### src/rtl/mips_run_monitor.sv
`default_nettype none
// ============================================================================
// Module   : mips_run_monitor
// Purpose  : Resets a processor under test, traces distinct ALU results while
//            it runs, ends the run on a stable result or a cycle timeout, then
//            lets the trace be read back oldest-first.
//            Optional feature macro: MIPS_RUN_MONITOR_SENTINEL_EN
// Revision : 1.0
// ============================================================================
module mips_run_monitor #(
  parameter int DATA_WIDTH    = 32,
  parameter int DEPTH         = 16,
  parameter int RESET_CYCLES  = 4,
  parameter int STABLE_CYCLES = 8,
  parameter int TIMEOUT       = 1024
`ifdef MIPS_RUN_MONITOR_SENTINEL_EN
  ,
  parameter logic [DATA_WIDTH-1:0] SENTINEL = DATA_WIDTH'(32'hFFFF_FFFF)
`endif
) (
  input  logic                    clk,
  input  logic                    reset,
  input  logic                    start,
  input  logic [DATA_WIDTH-1:0]   result_in,
  output logic                    cpu_reset,
  output logic                    busy,
  output logic                    done,
  output logic                    timeout,
  output logic                    overflow,
  output logic [$clog2(DEPTH):0]  count,
  output logic [31:0]             cycle_count,
  input  logic                    rd_en,
  output logic [DATA_WIDTH-1:0]   rd_data,
  output logic                    rd_valid
);

  localparam int AW = $clog2(DEPTH);
  localparam int CW = AW + 1;
  localparam int SW = $clog2(STABLE_CYCLES) + 1;
  localparam int RW = $clog2(RESET_CYCLES) + 1;

  typedef enum logic [1:0] {
    S_IDLE      = 2'd0,
    S_RESET_DUT = 2'd1,
    S_RUN       = 2'd2,
    S_DONE      = 2'd3
  } state_t;

  state_t                 state_q, state_d;
  logic [RW-1:0]          rst_cnt_q, rst_cnt_d;
  logic [SW-1:0]          stable_q, stable_d;
  logic [DATA_WIDTH-1:0]  prev_q, prev_d;
  logic [31:0]            cycle_count_q, cycle_count_d;
  logic [AW-1:0]          wr_ptr_q, wr_ptr_d;
  logic [AW-1:0]          rd_ptr_q, rd_ptr_d;
  logic [CW-1:0]          count_q, count_d;
  logic                   done_q, done_d;
  logic                   timeout_q, timeout_d;
  logic                   overflow_q, overflow_d;
  logic [DATA_WIDTH-1:0]  rd_data_q, rd_data_d;
  logic                   rd_valid_q, rd_valid_d;
  logic [DATA_WIDTH-1:0]  mem_q [DEPTH];
  logic                   mem_we;

  logic                   first_cycle;
  logic                   changed;
  logic                   capture;
  logic                   sentinel_hit;
  logic                   end_stable;
  logic                   end_timeout;
  logic [SW-1:0]          stable_next;
  logic [31:0]            cycle_next;

`ifdef MIPS_RUN_MONITOR_SENTINEL_EN
  assign sentinel_hit = (result_in == SENTINEL);
`else
  assign sentinel_hit = 1'b0;
`endif

  // cycle_count is cleared by start and only advances in RUN, so zero marks the first RUN cycle
  assign first_cycle = (cycle_count_q == 32'd0);
  assign changed     = (result_in != prev_q);
  assign capture     = first_cycle || changed || sentinel_hit;
  assign stable_next = (first_cycle || changed) ? '0 : stable_q + SW'(1);
  assign cycle_next  = cycle_count_q + 32'd1;
  assign end_stable  = (stable_next == SW'(STABLE_CYCLES - 1)) || sentinel_hit;
  assign end_timeout = (cycle_next == 32'(TIMEOUT));

  always_comb begin
    state_d       = state_q;
    rst_cnt_d     = rst_cnt_q;
    stable_d      = stable_q;
    prev_d        = prev_q;
    cycle_count_d = cycle_count_q;
    wr_ptr_d      = wr_ptr_q;
    rd_ptr_d      = rd_ptr_q;
    count_d       = count_q;
    done_d        = done_q;
    timeout_d     = timeout_q;
    overflow_d    = overflow_q;
    rd_data_d     = rd_data_q;
    rd_valid_d    = 1'b0;
    mem_we        = 1'b0;

    case (state_q)
      S_IDLE, S_DONE: begin
        if (start) begin
          state_d       = S_RESET_DUT;
          rst_cnt_d     = '0;
          stable_d      = '0;
          cycle_count_d = '0;
          wr_ptr_d      = '0;
          rd_ptr_d      = '0;
          count_d       = '0;
          done_d        = 1'b0;
          timeout_d     = 1'b0;
          overflow_d    = 1'b0;
        end else if ((state_q == S_DONE) && rd_en && (count_q != '0)) begin
          rd_data_d  = mem_q[rd_ptr_q];
          rd_valid_d = 1'b1;
          rd_ptr_d   = rd_ptr_q + AW'(1);
          count_d    = count_q - CW'(1);
        end
      end

      S_RESET_DUT: begin
        if (rst_cnt_q == RW'(RESET_CYCLES - 1)) begin
          state_d = S_RUN;
        end else begin
          rst_cnt_d = rst_cnt_q + RW'(1);
        end
      end

      S_RUN: begin
        prev_d        = result_in;
        cycle_count_d = cycle_next;
        stable_d      = stable_next;
        if (capture) begin
          mem_we   = 1'b1;
          wr_ptr_d = wr_ptr_q + AW'(1);
          // A full buffer drops its oldest entry so the newest history survives
          if (count_q == CW'(DEPTH)) begin
            rd_ptr_d   = rd_ptr_q + AW'(1);
            overflow_d = 1'b1;
          end else begin
            count_d = count_q + CW'(1);
          end
        end
        if (end_stable) begin
          done_d = 1'b1;
        end
        if (end_timeout) begin
          timeout_d = 1'b1;
        end
        if (end_stable || end_timeout) begin
          state_d = S_DONE;
        end
      end

      default: state_d = S_IDLE;
    endcase
  end

  always_ff @(posedge clk) begin
    if (reset) begin
      state_q       <= S_IDLE;
      rst_cnt_q     <= '0;
      stable_q      <= '0;
      prev_q        <= '0;
      cycle_count_q <= '0;
      wr_ptr_q      <= '0;
      rd_ptr_q      <= '0;
      count_q       <= '0;
      done_q        <= 1'b0;
      timeout_q     <= 1'b0;
      overflow_q    <= 1'b0;
      rd_data_q     <= '0;
      rd_valid_q    <= 1'b0;
    end else begin
      state_q       <= state_d;
      rst_cnt_q     <= rst_cnt_d;
      stable_q      <= stable_d;
      prev_q        <= prev_d;
      cycle_count_q <= cycle_count_d;
      wr_ptr_q      <= wr_ptr_d;
      rd_ptr_q      <= rd_ptr_d;
      count_q       <= count_d;
      done_q        <= done_d;
      timeout_q     <= timeout_d;
      overflow_q    <= overflow_d;
      rd_data_q     <= rd_data_d;
      rd_valid_q    <= rd_valid_d;
    end
  end

  // Trace storage carries no reset; entries are only visible through count
  always_ff @(posedge clk) begin
    if (mem_we && !reset) begin
      mem_q[wr_ptr_q] <= result_in;
    end
  end

  assign cpu_reset   = (state_q == S_IDLE) || (state_q == S_RESET_DUT);
  assign busy        = (state_q == S_RESET_DUT) || (state_q == S_RUN);
  assign done        = done_q;
  assign timeout     = timeout_q;
  assign overflow    = overflow_q;
  assign count       = count_q;
  assign cycle_count = cycle_count_q;
  assign rd_data     = rd_data_q;
  assign rd_valid    = rd_valid_q;

endmodule
`default_nettype wire

### config.mk
export PLATFORM = sky130hd
export DESIGN_NAME = mips_run_monitor
export DESIGN_NICKNAME = d
export VERILOG_FILES = /design/src/rtl/mips_run_monitor.sv
export SDC_FILE = /design/constraint.sdc
export NUM_CORES = 1
export LEC_CHECK = 0
export BUFFER_PORTS_ARGS = -buffer_cell sky130_fd_sc_hd__buf_2
export CORE_MARGIN = 1.5
export CORE_UTILIZATION = 45
export CTS_BUF_LIST = sky130_fd_sc_hd__clkbuf_2 sky130_fd_sc_hd__clkbuf_4 sky130_fd_sc_hd__clkbuf_8
export CTS_CLUSTER_DIAMETER = 60
export DETAILED_ROUTE_END_ITERATION = 7
export PLACE_DENSITY_LB_ADDON = 0.15
export SETUP_SLACK_MARGIN = 0.1
export SYNTH_ARGS = -nofsm -noshare
export SYNTH_HDL_FRONTEND = slang
export SYNTH_SLANG_ARGS = --single-unit
### constraint.sdc
create_clock -name clk -period 5.07 [get_ports clk]
set_clock_uncertainty 0.05 [all_clocks]
set_input_delay 0.507 -clock clk [delete_from_list [all_inputs] [get_ports clk]]
set_output_delay 0.507 -clock clk [all_outputs]
set_load 0.005 [all_outputs]
Yosys cells after proc, flatten, opt, wreduce, memory -nomap -nowiden:

Memories as Yosys holds them, arrays and structs flattened. A register that Yosys moved wholly into a read port is not among the register bits.
Cells that the tools add are included.

* shifts and indexed selects: 0
* multiplexer cells: 37
* divide/modulo/power cells: 0
* add/sub/neg operators: 7
* order comparisons: 0
* equality and inequality tests: 18
* reduce and logical (&&, ||, !) cells: 25
* multipliers: 0
* bitwise gates (word level): 2

Operators with widths (number)
* $pmux W32 S2: 1
* $add A32 B1 Y32 const B: 1
* $eq A32 B11 Y1 const B: 1
* $logic_not A32 Y1: 1
* $mux W32: 1
* $ne A32 B32 Y1: 1
* $mux W4: 7
* $pmux W4 S2: 3
* $mux W5: 4
* $ne A2 B2 Y1 const B: 9
* $reduce_and A3 Y1: 6
* $add A4 B1 Y4 const B: 3
* $reduce_and A4 Y1: 3
* $mux W1: 10
* $pmux W5 S2: 1
* $mux W2: 3
* $mux W3: 2
* $pmux W1 S2: 3
* $pmux W2 S3: 1
* $pmux W3 S2: 1
* $add A5 B1 Y5 const B: 1
* $eq A5 B5 Y1 const B: 1
* $reduce_bool A5 Y1: 1
* $sub A5 B1 Y5 const B: 1
* other kinds (15): 23

* bits in registers: 90
* memory bits (writable): 512
* output and inout port bits: 75
* memory bits (read-only): 0
* bits in latches: 0
* word-level logic and storage cells: 102
* memories: 1
* input port bits: 36

Memories
* mem_q: words 16, bits a word 32, read ports 1, clocked after Yosys merged registers in 1, wr ports 1, line 62 `logic [DATA_WIDTH-1:0] mem_q [DEPTH];`

Logic depth before layout (Yosys ltp):

* depth in word-level cells: 7
* depth in mapped cells: 11
* depth with buffers taken out: 9

Worst setup path before layout:

OpenSTA, ideal clock, no wires.

* kind: register to register
* from: register cycle_count_q[4], in the netlist cycle_count[4]
* to: memory mem_q[3][0], enable pin
* data arrival time: 4.096 ns
* setup time: 0.461 ns
* stages on the path, launching flop included: 8
* slack: 0.463 ns
* required time: 4.559 ns
* cell sequence: dfxtp_1 -> clkbuf_1 -> or3_1 -> nor4b_1 -> nand3_1 -> a211oi_1 -> nand2_1 -> nor3_1

* word-level cells in the longest chain between the ends: 7

Ends and longest elaborated chain
* start, declared: line 53 `logic [31:0] cycle_count_q, cycle_count_d;`
* start signal, assigned: line 184 `cycle_count_q <= cycle_count_d;`
* $logic_not A32 Y1: line 81 `assign first_cycle = (cycle_count_q == 32'd0);`
* $logic_or A1 B1 Y1: line 83 `assign capture = first_cycle || changed || sentinel_hit;`
* $mux W1: line 138 `if (capture) begin`
* $mux W1: line 105 `case (state_q)`
* $logic_and A1 B1 Y1: line 198 `if (mem_we && !reset) begin`
* $mux W1: line 198
* $mux W1 (not written as such): line 199 `mem_q[wr_ptr_q] <= result_in;`
* end, declared: line 62

No other way between the ends.

Worst setup path after layout:

* from: register cycle_count_q[0], in the netlist cycle_count[0]
* to: register state_q[0]

* word-level cells in the longest chain between the ends: 7
* elaborated cells between the ends (all ways): 9

Ends and longest elaborated chain
* branches (longest 4 deep; another with $add A32 B1 Y32)
* $logic_or A1 B1 Y1 *: line 155 `if (end_stable || end_timeout) begin`
* $ne A2 B2 Y1 (no source line) *
* $reduce_and A3 Y1 (no source line) *
* end signal, assigned: line 180 `state_q <= state_d;`
* end, declared: line 49 `state_t state_q, state_d;`

Every way passes the cells marked *.
A chain may end at the register's enable or synchronous reset.

==> results.json <==
{
  "status": "finished clean",
  "ys_seq_elements": 634,
  "numPortBuffers": 110,
  "hold_buffers": 0,
  "arrival_ns": 4.45,
  "area_growth_syn_to_layout_pct": 14.8,
  "fp.coreArea_mm2": 0.0563,
  "max-cap-violations": 0,
  "crit_end": "state_q[0]$_SDFFE_PP0P_",
  "layout_common_cells": "edfxtp_1 (512), mux4_2 (160), clkbuf_8 (119), dfxtp_1 (119), nand2_1 (113)",
  "fmax_mhz": 256,
  "drive_above_1_share_pct": 29.6,
  "critical_path_class": "register to register",
  "ys_seq_area_share_pct": 69.6,
  "cp-startpoint": "cycle_count[0]$_SDFFE_PP0P_",
  "sw_frac_of_total_pct": 26.0,
  "place_ws_ns": 1.14,
  "maxSlewHeadroom_pct": 20.5,
  "nets": 1746,
  "combPwrFrac_pct": 16.6,
  "ys_types": 61,
  "fin_util_pct": 52.2,
  "worstHoldPathType": "primary input to register",
  "synthCells": 1538,
  "critPathTopFamily": "compound AO/OA/AOI/OAI gates",
  "r2r_cells": 10,
  "row_count": 87,
  "die_h_um": 241,
  "layout_commonest_cell": "edfxtp_1",
  "synth_edf_count": 512,
  "cts_num_sinks": 634,
  "dp_hpwl_um": 37100,
  "drc": 0,
  "worstReg2RegStart": "cycle_count[0]$_SDFFE_PP0P_",
  "slowest_delay_ns": 0.56,
  "p_clk_share_pct": 36.1,
  "drt-initial-drc-count": 1313,
  "die_area_mm2": 0.0583,
  "grt_max_degree": 63,
  "grt_setup_unrepaired": "no",
  "r2r_slack_ns": 1.16,
  "tritoncts.num_buffers": 103,
  "overflow": 0,
  "wl_per_cell_um": 24.5,
  "period_minus_slack_ns": 3.91,
  "crit_path_max_fanout": 12,
  "fp.dieW_um": 241,
  "start_util_pct": 45.5,
  "async_flop_share_pct": 0,
  "cts_setup_buffers": 0,
  "finalCritPeriodShare_pct": 77.2,
  "cp.buffers_inverters": 1,
  "track_usage_pct": 21.9,
  "cp-end-kind": "register",
  "syn_avg_cell_area_um2": 16.6,
  "cts_resized": 0,
  "setup_slack_ns": 1.16,
  "ys_warn_count": 0,
  "pin_count": 111,
  "vdd_drop_max_v": 0.000219,
  "seqPwrFrac_pct": 47.3,
  "synth_nets": 1593,
  "worstSetupPathDepth": 10,
  "drv_slew": 0,
  "drt_pre_antenna_iters": 7,
  "wl_um": 62000,
  "start_kind": "register",
  "cts_tree": "done",
  "path_cells": "ha_1, nand4_1, nor4_1, buf_4, and3_1, mux2_2, a2111oi_2, o2111ai_1, a21oi_2, mux2_1",
  "tightestPinTransition_ns": 1.19,
  "synth_flop_cell": "edfxtp_1",
  "hold_viol_final": 0,
  "antenna_left": 0,
  "p_leak_nw": 9.55,
  "finalSetupViolCount": 0,
  "crit_slowest_cell": "dfxtp_1",
  "grt_pass1_wl_um": 92900,
  "crit_required_ns": 5.61,
  "clk_pin_slew_ns": 0.06,
  "switchingPower_mw": 3.25,
  "worstSkewPairLatency_ns": 0.70,
  "dr_total_vias": 14300,
  "gp_congestion": 0.877,
  "worstReg2RegEnd": "state_q[0]$_SDFFE_PP0P_",
  "grt_pass1_vias": 14400,
  "h-tree-depth": 3,
  "fin_setup_tns_ns": 0,
  "p_int_mw": 9.27,
  "syn-cell-area_mm2": 0.0256,
  "antenna_found_initial": 4,
  "p_per_area_mw_per_mm2": 426,
  "clockBufferDepth": 3,
  "viasPerCell": 5.66,
  "cts-root-buf": "clkbuf_8"
}
-- layout make-up --
cell class | instances | area, µm²
clock inverters | 23 | 140
clock buffers | 167 | 2000
multi-input cells | 789 | 7440
diodes | 2 | 5.00
flip-flops and latches | 634 | 17800
repair buffers | 150 | 953
fillers | 4678 | 26900
inverters | 13 | 48.8
well taps | 756 | 946
-- registers in the layout, summed over array words and instances, names as in the netlist --
| register | cells |
|---|---|
| cycle_count | 32 |
| done | 1 |
| timeout | 1 |
| rd_valid | 1 |
| stable_q | 4 |
| mem_q | 512 |
| wr_ptr_q | 4 |
| rd_ptr_q | 4 |
| count | 5 |
| overflow | 1 |
| rst_cnt_q | 3 |
| prev_q | 32 |
| rd_data | 32 |
| state_q | 2 |
-- power groups by stage --
| stage | sequential [mW] | clock [mW] | combinational, mW |
|---|---|---|---|
| 2_1_floorplan | 5.93 | 0 | 1.54 |
| 3_3_place_gp | 6.02 | 0 | 2.09 |
| 3_5_place_dp | 6.03 | 0 | 2.12 |
| 4_1_cts | 5.92 | 4.62 | 2.12 |
| 5_1_grt | 5.94 | 4.84 | 2.27 |
| 6_report | 5.92 | 4.52 | 2.08 |
-- layer usage --
| metal | GRT usage [%] | vias up | share of wire, % |
|---|---|---|---|
| met5 | 0 | - | 0.037 |
| met4 | 6.06 | 4 | 1.5 |
| met3 | 4.25 | 71 | 6.2 |
| met2 | 35.1 | 455 | 48 |
| met1 | 30.8 | 7427 | 44 |
| li1 | - | 6382 | - |
-- through the flow --
step           area, µm²  std cells  hold WS, ns  power, mW
3_3_place_gp       27200       2342        0.388       8.12
5_1_grt            29400       2534        0.159       13.0
6_report           29400       2534        0.180       12.5
4_1_cts            29400       2532        0.126       12.7
3_5_place_dp       27200       2342        0.393       8.14
2_1_floorplan      25600       1538        0.399       7.48
-- logic make-up (layout without fill, tap and decap cells) --
kind of cell	Yosys count	count (layout)	share of synthesized area [%]
AOI/OAI and AO/OA	168	168	3.98
xor gates and xnor gates	48	48	1.64
adders and majority gates	19	19	0.929
buffers and inverters	115	353	1.73
DFF	634	634	69.6
muxes	198	198	15.6
other	0	2	0
and+or+nand+nor	356	356	6.50
-- worst min path at each step --
stage | startpoint | end | slack, ns | cells past startpoint
final | result_in[22] | mem_q[5][22]$_DFFE_PP_ | 0.18 | 1
after global routing | result_in[22] | mem_q[7][22]$_DFFE_PP_ | 0.16 | 1
after CTS | result_in[22] | mem_q[6][22]$_DFFE_PP_ | 0.13 | 1
after detailed placement | rd_data[30]$_SDFFE_PP0P_ | rd_data[30]$_SDFFE_PP0P_ | 0.39 | 2
after global placement | rd_data[31]$_SDFFE_PP0P_ | rd_data[31]$_SDFFE_PP0P_ | 0.39 | 2
after floorplan | rd_ptr_q[2]$_SDFFE_PP0P_ | rd_ptr_q[2]$_SDFFE_PP0P_ | 0.40 | 2
-- synth_stat cells, types with 8 or more instances --
library cell | n | area [µm²]
mux4_2 | 160 | 3600
ha_1 | 19 | 238
or3_1 | 8 | 50.1
nand3_1 | 21 | 105
a21oi_1 | 65 | 325
dfxtp_1 | 122 | 2440
inv_1 | 12 | 45.0
clkbuf_1 | 70 | 263
a31oi_1 | 14 | 87.6
nor2_1 | 111 | 417
a311oi_1 | 11 | 96.3
xnor2_1 | 9 | 78.8
buf_1 | 23 | 86.3
o21ai_0 | 38 | 190
mux2i_1 | 36 | 360
nand4_1 | 12 | 75.1
nor3_1 | 24 | 120
edfxtp_1 | 512 | 15400
xor2_1 | 39 | 342
nand2_1 | 114 | 428
nor4_1 | 21 | 131
(Power assumes the default switching activity.)
